==> src/rtl/pc_sequencer.sv <==
// Program-counter sequencer: holds the architectural PC, drives the fetch request,
// resolves jumps/branches and redirects misaligned control-flow targets to a trap vector.
module pc_sequencer #(
    parameter int              XLEN    = 32,
    parameter logic [XLEN-1:0] INITPC  = '0,
    parameter logic [XLEN-1:0] TRAPVEC = XLEN'(32'h0000_0100),
    parameter bit              CALIGN  = 1'b0
) (
    input  logic            clk,
    input  logic            nRST,
    input  logic [5:0]      cuOP,
    input  logic [XLEN-1:0] rs1Read,
    input  logic [XLEN-1:0] signExtend,
    input  logic            Zero,
    input  logic            ALUneg,
    input  logic            iready,
    input  logic            halt,
    output logic [XLEN-1:0] PCaddr,
    output logic [XLEN-1:0] pc_plus4,
    output logic            iren,
    output logic            trap_valid,
    output logic [XLEN-1:0] trap_epc,
    output logic            halted
);

    localparam logic [5:0] OP_JAL  = 6'd2;
    localparam logic [5:0] OP_JALR = 6'd3;
    localparam logic [5:0] OP_BEQ  = 6'd4;
    localparam logic [5:0] OP_BNE  = 6'd5;
    localparam logic [5:0] OP_BLT  = 6'd6;
    localparam logic [5:0] OP_BGE  = 6'd7;
    localparam logic [5:0] OP_BLTU = 6'd8;
    localparam logic [5:0] OP_BGEU = 6'd9;

    typedef enum logic [1:0] {
        ST_RST   = 2'd0,
        ST_FETCH = 2'd1,
        ST_TRAP  = 2'd2,
        ST_HALT  = 2'd3
    } state_t;

    state_t          state_reg, state_next;
    logic [XLEN-1:0] pc_reg, pc_next;
    logic [XLEN-1:0] epc_reg, epc_next;

    logic [XLEN-1:0] seq_pc;
    logic [XLEN-1:0] br_target;
    logic [XLEN-1:0] jalr_sum;
    logic [XLEN-1:0] target;
    logic            is_jalr;
    logic            redirect;
    logic            misaligned;

    // Target resolution is purely combinational so it can be used on the retiring edge.
    always_comb begin
        seq_pc    = pc_reg + XLEN'(4);
        br_target = pc_reg + signExtend;
        jalr_sum  = rs1Read + signExtend;
        is_jalr   = (cuOP == OP_JALR);
        redirect  = 1'b0;
        case (cuOP)
            OP_JAL, OP_JALR:  redirect = 1'b1;
            OP_BEQ:           redirect = Zero;
            OP_BNE:           redirect = !Zero;
            OP_BLT, OP_BLTU:  redirect = ALUneg;
            OP_BGE, OP_BGEU:  redirect = !ALUneg;
            default:          redirect = 1'b0;
        endcase
        target = is_jalr ? {jalr_sum[XLEN-1:1], 1'b0} : br_target;
        if (CALIGN)
            misaligned = redirect && !is_jalr && target[0];
        else
            misaligned = redirect && target[1];
    end

    always_ff @(posedge clk or negedge nRST) begin
        if (!nRST) begin
            state_reg <= ST_RST;
            pc_reg    <= INITPC;
            epc_reg   <= '0;
        end else begin
            state_reg <= state_next;
            pc_reg    <= pc_next;
            epc_reg   <= epc_next;
        end
    end

    always_comb begin
        state_next = state_reg;
        pc_next    = pc_reg;
        epc_next   = epc_reg;
        case (state_reg)
            ST_RST:   state_next = ST_FETCH;
            ST_FETCH: begin
                // halt wins over a retiring instruction
                if (halt) begin
                    state_next = ST_HALT;
                end else if (iready) begin
                    if (misaligned) begin
                        pc_next    = TRAPVEC;
                        epc_next   = pc_reg;
                        state_next = ST_TRAP;
                    end else begin
                        pc_next = redirect ? target : seq_pc;
                    end
                end
            end
            ST_TRAP:  state_next = ST_FETCH;
            ST_HALT:  state_next = ST_HALT;
            default:  state_next = ST_RST;
        endcase
    end

    assign PCaddr     = pc_reg;
    assign pc_plus4   = pc_reg + XLEN'(4);
    assign iren       = (state_reg == ST_FETCH);
    assign trap_valid = (state_reg == ST_TRAP);
    assign trap_epc   = epc_reg;
    assign halted     = (state_reg == ST_HALT);

endmodule
==> config.mk <==
export PLATFORM = sky130hd
export DESIGN_NAME = pc_sequencer
export DESIGN_NICKNAME = d
export VERILOG_FILES = /design/src/rtl/pc_sequencer.sv
export SDC_FILE = /design/constraint.sdc
export NUM_CORES = 1
export LEC_CHECK = 0
export BUFFER_PORTS_ARGS = -buffer_cell sky130_fd_sc_hd__buf_4
export CAP_MARGIN = 40
export CORE_ASPECT_RATIO = 0.75
export CORE_MARGIN = 5
export CORE_UTILIZATION = 45
export DETAILED_ROUTE_END_ITERATION = 10
export PLACE_DENSITY = 0.74
export SETUP_SLACK_MARGIN = 0.5
export SYNTH_ARGS = -nofsm -noshare
export SYNTH_HDL_FRONTEND = slang
export SYNTH_SLANG_ARGS = --single-unit
==> constraint.sdc <==
create_clock -name clk -period 5.3 [get_ports clk]
set_clock_uncertainty 0.05 [all_clocks]
set_input_delay 0.795 -clock clk [delete_from_list [all_inputs] [get_ports clk]]
set_output_delay 0.795 -clock clk [all_outputs]
set_load 0.005 [all_outputs]
==> impl_metrics.py <==
metrics = {
    "run": {
        "maxCapViolCount": 0,
    },
    "cts": {
        "cts_buffer_depth": 2,
        "cts.sinks": 64,
        "numCtsBuffers": 9,
        "h-tree-depth": 3,
        "cts_tree": "built",
        "path_clk_slew_ns": 0.06,
        "post-cts-setup-buffer-count": 0,
        "worstSkewPairLatency_ns": 0.35,
        "post_cts_resize_count": 0,
        "postCtsHoldBufs": 0,
        "cts_root_buffer": "clkbuf_16",
    },
    "timing": {
        "rsz0062_at_grt": "no",
        "slew_headroom_pct": 34.0,
        "worst_slew_pin_slew_ns": 0.977,
        "max_clock_freq_ghz": 0.243,
        "fin_crit_ns": 4.12,
        "period_share_pct": 77.7,
        "hold_violations": 0,
        "maxSlewViolCount": 0,
        "setup_violations": 0,
        "tns_ns": 0,
    },
    "synth": {
        "ys_top_cells_by_area": "dfrtp_1 (24%), ha_1 (12%), a21oi_1 (7.0%)",
        "yosysSeqAreaShare_pct": 24.2,
        "synth_seq_cells": 64,
        "ys.flop_type": "dfrtp_1",
        "synth_largest_area_cell": "dfrtp_1",
        "synth.most_common_cell": "a21oi_1",
        "synthCells": 834,
        "avgSynthCellArea_um2": 7.92,
        "synth_warnings": 0,
        "synth_top_area_share_pct": 24.2,
        "synth_edf_count": 0,
        "netlist_area_um2": 6610,
        "synthArstFlopShare_pct": 100,
        "yosys-top-cells-count": "a21oi_1 (92), nand2_1 (90), nor2_1 (68), o21ai_0 (66), dfrtp_1 (64)",
        "synth_cell_types": 64,
    },
    "critical_path": {
        "crit_chain": "nand3_1 -> nor3_2 -> and3_1 -> nand4_1 -> nor2_1 -> xor2_1 -> buf_4",
        "max_stage_delay_ns": 0.61,
        "cp_max_fo": 9,
        "critPathRequiredTime_ns": 4.45,
        "arrival_ns": 3.27,
        "cp_slowest_cell": "nor3_2",
        "path_class": "reg2out",
        "end_kind": "output port",
        "cp-start-kind": "flop",
    },
    "cells_and_area": {
        "regArea_um2": 1600,
        "area_delta_synth_final_pct": 27.4,
        "diodes": 0,
        "multi_input_area_um2": 4790,
        "fill_cells": 1347,
        "drive_gt1_share_pct": 23.4,
        "final_cells": 1200,
        "nNetsFinal": 1134,
    },
    "outcome": {
        "status": "finished clean",
    },
    "floorplanning": {
        "die_area_um2": 17200,
        "num_rows": 38,
        "fp.dieH_um": 115,
        "core_um2": 14500,
        "top_level_ports": 175,
        "start_util_pct": 45.7,
        "die_x_um": 150,
    },
    "route": {
        "first_pass_iters": 5,
        "routed.top_layer": "met4",
        "met1Wirelength_um": 10500,
        "route.detailed.drc": 0,
        "ant_nets": 0,
        "routed-via-count": 7003,
        "wl_per_cell_um": 18.6,
        "drt-vias-per-instance": 5.84,
        "drt_iter0_drc": 572,
        "wl_met3_um": 2530,
        "route.met2.wl_um": 9000,
        "wirelength_um": 22300,
    },
    "global_route": {
        "overflow": 0,
        "antenna_found_initial": 0,
        "grt_pass1_vias": 6492,
        "track_usage_pct": 25.7,
        "grt_max_degree": 43,
        "grt_pass1_wl_um": 35300,
    },
    "placement": {
        "gp_congestion": 0.939,
        "port_buffers": 171,
        "dp_hpwl_um": 17400,
        "placed_cells": 1184,
    },
    "pwr": {
        "max-vdd-ir-drop_uv": 160,
        "leakage_nw": 4.13,
        "power_density_nw_per_um2": 196,
    },
    "hold_path": {
        "hp-class": "in2async",
    },
}
## cell usage in the layout (no fill, tap or decap), drive strengths merged, types with 4 or more instances in the layout
cell type and n:
buf 182, a21oi 93, nand2 90, o21ai 70
nor2 68, dfrtp 64, ha 62, xnor2 46
xor2 38, nand3 29, mux2 29, inv 23
a21o 22, nor3 14, and3 13, a31oi 12
o21bai 11, nand4 10, clkbuf 10, nor2b 8
o21a 8, nand2b 8, and2 8, o22ai 7
a221oi 5, and4 4, nor4 4, o211ai 4
or3 4
## final cells by class
cell class / instances / area share [%]
Multi-Input combinational cell: 716 / 56.9
Sequential cell: 64 / 19.0
Timing Repair Buffer: 182 / 16.5
Tap cell: 200 / 2.97
Clock buffer: 10 / 2.84
Inverter: 22 / 0.981
Clock inverter: 6 / 0.803
## final timing paths
| check | from | to | slack, ns | cells past startpoint |
|---|---|---|---|---|
| max | PCaddr[4]$_DFFE_PN0P_ | pc_plus4[31] | 1.18 | 7 |
| min | nRST | trap_epc[27]$_DFFE_PN0P_ | 0.30 | 1 |
| max reg2reg | PCaddr[2]$_DFFE_PN0P_ | PCaddr[29]$_DFFE_PN0P_ | 1.81 | 11 |
| min reg2reg | trap_epc[2]$_DFFE_PN0P_ | trap_epc[2]$_DFFE_PN0P_ | 0.44 | 2 |
| max in group asynchronous | nRST | PCaddr[19]$_DFFE_PN0P_ | 4.35 | 2 |
| min in group clk | trap_epc[2]$_DFFE_PN0P_ | trap_epc[2]$_DFFE_PN0P_ | 0.44 | 2 |
## through the flow
step / hold WS (ns) / worst slack [ns] / util, % / instance area (µm²) / power (W)
after floorplan: 0.423 / 1.97 / - / 6610 / 0.000839
after global placement: 0.418 / 1.42 / 55.9 / 8080 / 0.00102
after detailed placement: 0.434 / 1.41 / 56.1 / 8110 / 0.00102
after CTS: 0.310 / 1.30 / 58.2 / 8410 / 0.00165
after global routing: 0.333 / 1.05 / 58.2 / 8410 / 0.00173
final: 0.301 / 1.18 / 58.2 / 8410 / 0.00165
## cell families after synthesis
kind of cell	count (synthesis)	share of synthesized area, %
AO/OA/AOI/OAI	264	24.5
XOR/XNOR	84	11.1
adder cells (fa/ha/maj)	63	12.0
buffers and inverters	56	3.41
flip-flops	64	24.2
multiplexers	32	5.40
other	1	0.0568
AND/OR/NAND/NOR	270	19.2
## where the power goes
group          total [W]  internal, W  switching (W)
Combinational   0.000503     0.000229       0.000274
Clock           0.000625     0.000378       0.000246
Sequential      0.000522     0.000499      0.0000239
Total            0.00165      0.00111       0.000544
## per-layer routing
layer	up-vias	track usage, %
met2	378	37.0
met1	3247	38.3
li1	3351	-
met3	27	7.60
met4	0	4.75
met5	-	0
## critical path: cells and delay by family, from the launching register on
family / cells / cell delay, ns
buf+inv: 1 / 0.14
xor+xnor: 1 / 0.20
flops: 1 / 0.55
simple gates: 5 / 2.03
Note: power is estimated with default switching activity, not from simulation.
